## config.mk

```make
export PLATFORM = sky130hd
export DESIGN_NAME = state_array_packer
export DESIGN_NICKNAME = d
export VERILOG_FILES = /design/src/rtl/state_array_packer.sv
export SDC_FILE = /design/constraint.sdc
export NUM_CORES = 1
export LEC_CHECK = 0
export CORE_MARGIN = 4
export CORE_UTILIZATION = 43
export DETAILED_ROUTE_END_ITERATION = 6
export PLACE_DENSITY = 0.74
export SLEW_MARGIN = 10
export SYNTH_ARGS = -nofsm -noshare
export SYNTH_HDL_FRONTEND = slang
export SYNTH_SLANG_ARGS = --single-unit
```

## constraint.sdc

```tcl
create_clock -name clk -period 1.2 [get_ports clk]
set_input_delay 0.12 -clock clk [delete_from_list [all_inputs] [get_ports clk]]
set_output_delay 0.12 -clock clk [all_outputs]
set_load 0.005 [all_outputs]
```

## src/rtl/state_array_packer.sv

```systemverilog
// Purpose: gathers an AES state one column per beat and packs it column-major into a flat 128-bit word.
// Latency: out_valid rises the cycle after the last column is accepted; no same-cycle bypass.
// Backpressure: in_ready drops while a packed state is held; the state stays until out_ready, then collection resumes.
module state_array_packer #(
  parameter int DATA_W   = 8,
  parameter int NUM_COLS = 4
) (
  input  logic                          clk,
  input  logic                          rst_n,
  input  logic                          clear,
  input  logic                          in_valid,
  output logic                          in_ready,
  input  logic [DATA_W-1:0]             in_row1,
  input  logic [DATA_W-1:0]             in_row2,
  input  logic [DATA_W-1:0]             in_row3,
  input  logic [DATA_W-1:0]             in_row4,
  output logic [2:0]                    col_idx,
  output logic                          out_valid,
  input  logic                          out_ready,
  output logic [4*DATA_W*NUM_COLS:1]    output_array
);

  localparam int COL_W = 4 * DATA_W;
  localparam int OUT_W = COL_W * NUM_COLS;
  localparam int IDX_W = $clog2(NUM_COLS);
  localparam logic [2:0] LAST_COL = 3'(NUM_COLS - 1);

  typedef enum logic {
    COLLECT = 1'b0,
    FULL    = 1'b1
  } state_t;

  state_t           state_q, state_d;
  logic [2:0]       col_idx_q, col_idx_d;
  logic [COL_W-1:0] col_q [NUM_COLS];
  logic [COL_W-1:0] col_d [NUM_COLS];
  logic [COL_W-1:0] in_col;

  // Row 1 is the top byte of a column, so it lands in the most significant position.
  assign in_col = {in_row1, in_row2, in_row3, in_row4};

  // Next-state: clear wins over everything, otherwise collect columns or wait for the output handshake.
  always_comb begin
    state_d   = state_q;
    col_idx_d = col_idx_q;
    col_d     = col_q;
    if (clear) begin
      state_d   = COLLECT;
      col_idx_d = '0;
      for (int c = 0; c < NUM_COLS; c++) begin
        col_d[c] = '0;
      end
    end else begin
      case (state_q)
        COLLECT: begin
          if (in_valid) begin
            col_d[col_idx_q[IDX_W-1:0]] = in_col;
            if (col_idx_q == LAST_COL) begin
              col_idx_d = '0;
              state_d   = FULL;
            end else begin
              col_idx_d = col_idx_q + 3'd1;
            end
          end
        end
        FULL: begin
          // The handshake cycle itself never accepts a column.
          if (out_ready) begin
            state_d = COLLECT;
          end
        end
      endcase
    end
  end

  // State, column counter and column storage registers.
  always_ff @(posedge clk or negedge rst_n) begin
    if (!rst_n) begin
      state_q   <= COLLECT;
      col_idx_q <= '0;
      for (int c = 0; c < NUM_COLS; c++) begin
        col_q[c] <= '0;
      end
    end else begin
      state_q   <= state_d;
      col_idx_q <= col_idx_d;
      for (int c = 0; c < NUM_COLS; c++) begin
        col_q[c] <= col_d[c];
      end
    end
  end

  // Column 0 occupies the top of the flat word, the last column the bottom.
  for (genvar c = 0; c < NUM_COLS; c++) begin : g_pack
    assign output_array[OUT_W - COL_W*c -: COL_W] = col_q[c];
  end

  assign in_ready  = (state_q == COLLECT);
  assign out_valid = (state_q == FULL);
  assign col_idx   = col_idx_q;

endmodule
```

==> impl_metrics.toml <==
[floorplan]
core_area_um2 = 13400
io_pins = 170
die_x_um = 126
dieArea_um2 = 15800
rows = 42
initial_core_util_pct = 44.5
die_y_um = 126

[grt]
use_met2_pct = 35.1
first_global_vias = 4904
grt_pass1_wl_um = 26900
busiest_layer = "met2"
overflow = 0
grt_max_degree = 56
use_met1_pct = 26.7
gr-usage-met3_pct = 5.93
grt.total_usage_pct = 21.4
antenna_found_initial = 0

[pwr]
p_int_uw = 8420
peakVddDrop_uv = 856
leakagePower_uw = 0.00483
p_comb_share_pct = 14.3
p_switching_uw = 2570
switching_share_pct = 23.4
seqPwrFrac_pct = 43.1
p_per_area_nw_per_um2 = 1170
clkPwrFrac_pct = 42.6

[placed_design]
dp.cells = 814
portBuffers = 169
dp_hpwl_um = 10500
routabilityCongestion = 0.778

[setup_path]
crit_family = "buffers and inverters"
cp-endpoint = "output_array[43]"
crit_slowest_cell = "dfrtp_1"
crit_cells = 6
rrSetupSlack_ns = -0.27
reg2reg_from = "col_idx[1]"
critPathLaunch = "col_idx[1]"
rr_worst_depth = 6
cp_max_fo = 8
crit_chain = "buf_4 -> ha_4 -> nand3b_1 -> buf_6 -> buf_12 -> mux2i_2"
endpoint_kind = "flop"
cp_num_buf_inv = 3
r2r-end = "output_array[43]"
required_ns = 1.52
worstPathArrival_ns = 1.79
path_class = "reg -> reg"
startpoint_type = "flop"
slowest_delay_ns = 0.41

[timing]
rsz0062_at_grt = "true"
skew_ns = 0.00569
slew_headroom_pct = 77.1
timing.fmax_mhz = 682
setup_viol = 134
hold_viol_final = 0
finalWorstSetupSlack_ns = -0.266
hold_ws_ns = 0.150
fin_crit_ns = 1.47
period_share_pct = 122
worst_pin_slew_ns = 0.344
drv_slew = 0

[synth]
mappedNetlistArea_um2 = 5960
synth_cell_types = 17
syn_nets = 518
ys_ff_latch = 132
yosysSeqAreaShare_pct = 55.4
synth_cells = 477
synth_area_per_cell_um2 = 12.5
yosysWarnings = 0

[finish]
regArea_um2 = 3300
multi_input_area_um2 = 2560
area_delta_synth_final_pct = 57.0
nets = 767
drive_gt1_share_pct = 19.8
num-fill-cells = 948
diodes = 0
stdcell_count = 913

[clocking]
cts_buffers = 17
clk_pin_slew_ns = 0.05
cts_num_sinks = 132
cts_max_path_buffers = 2
htree_levels = 4
cts_tree = "yes"
worstSkewPairLatency_ns = 0.41
cts_root_buffer = "clkbuf_16"

[route]
first_iter_violations = 214
vias = 4542
ant_nets = 0
routed_wl_um = 17300
drc_errors = 0
wire_per_inst_um = 18.9
vias_per_cell = 4.97
drtPass1Iterations = 4

[flow_run]
drv_cap = 0

[outcome]
violations = "negative setup slack"
status = "finished with violations"

[hold_path]
hold_path_class = "in -> reg"
tightest hold or removal path: cells and delay by family:
kind	cells	cell delay [ns]
AOI/OAI and AO/OA	1	0.08
buffers and inverters	1	0.15
and+or+nand+nor	1	0.17
cells in the mapped netlist (all sizes together):
cell,number,area (µm²)
mux2i,128,1280
buf,17,124
o32ai,2,17.5
nand4bb,1,11.3
nand2b,161,1010
or2,1,6.26
dfrtp,132,3300
nand3b,4,30.0
inv,3,11.3
or4b,1,10.0
ha,4,50.1
clkbuf,17,63.8
nor2b,2,12.5
and3b,3,26.3
o22ai,1,6.26
registers in the layout, summed over array words and instances (netlist names):
signal        cells
out_valid         1
col_idx           3
output_array    128
cells in the final DEF (no fill, tap or decap):
cell,count
nor2b_1,1
dfrtp_2,1
buf_16,3
buf_8,1
clkbuf_16,20
or2_2,1
buf_6,20
and3b_2,2
nor2b_4,1
buf_4,60
ha_4,4
nand3b_1,4
inv_6,1
mux2i_1,122
clkdlybuf4s50_1,34
inv_2,1
clkbuf_8,2
inv_4,1
mux2i_2,6
nand2b_1,161
dfrtp_1,131
o32ai_2,2
or4b_1,1
nand4bb_1,1
bufinv_16,1
dlygate4sd3_1,1
clkbuf_1,5
and3b_1,1
clkdlybuf4s15_1,108
buf_12,13
o22ai_2,1
dlygate4sd2_1,21
clkinv_2,5
how the worst min path moves through the flow:
stage | slack [ns] | cells past startpoint | end | start
global placement | 0.03 | 1 | output_array[10] | rst_n
global route | 0.15 | 3 | col_idx[0] | clear
floorplan | -0.18 | 0 | col_idx[0] | rst_n
finish | 0.15 | 3 | col_idx[0] | clear
CTS | 0.10 | 3 | col_idx[0] | clear
detailed placement | 0.04 | 1 | output_array[10] | rst_n
cells by family (layout without fill, tap and decap cells):
| logic type | count (synthesis) | after routing | share of synthesized area, % |
|---|---|---|---|
| flops | 132 | 132 | 55.4 |
| mux | 128 | 128 | 21.5 |
| simple gates | 173 | 173 | 18.5 |
| compound gates | 3 | 3 | 0.399 |
| buf+inv | 37 | 297 | 3.34 |
| fa+ha+maj | 4 | 4 | 0.840 |
area by class of cell:
class                           count  area share (%)
Inverter                            3           0.201
Multi-Input combinational cell    308            27.4
Sequential cell                   132            35.3
Tap cell                          176            2.35
Clock buffer                       24            5.04
Timing Repair Buffer              264            29.1
Clock inverter                      6           0.588
through the flow:
step	utilization, %	power (µW)	cell area [µm²]	setup TNS (ns)	setup slack, ns
after global routing	69.8	11400	9360	-33.82	-0.329
after floorplan	-	5390	6040	-8.68	-0.131
after global placement	59.7	6140	8000	-27.49	-0.273
final	69.8	11000	9360	-25.62	-0.266
after CTS	66.8	10900	8950	-22.51	-0.233
after detailed placement	59.7	6180	8000	-35.02	-0.356
routing by layer:
layer | vias up | wire, µm
li1 | 2086 | -
met1 | 2277 | 7180
met2 | 145 | 8630
met3 | 34 | 1010
met4 | 0 | 458
met5 | - | 0
power by group through the flow:
| stage | combinational (µW) | clock [µW] | sequential, µW |
|---|---|---|---|
| global placement | 1330 | 0 | 4810 |
| finish | 1570 | 4680 | 4740 |
| floorplan | 583 | 0 | 4810 |
| global route | 1690 | 4960 | 4750 |
| detailed placement | 1360 | 0 | 4810 |
| CTS | 1430 | 4770 | 4730 |
timing repair:
action	CTS	global route
pin swaps	2	0
hold buffers	1	0
buffers inserted	35	28
endpoints found under the hold margin	132	0
cloned	4	4
resized for setup	238	72
setup endpoints to repair	264	200
Power figures use the tool's default switching activity.
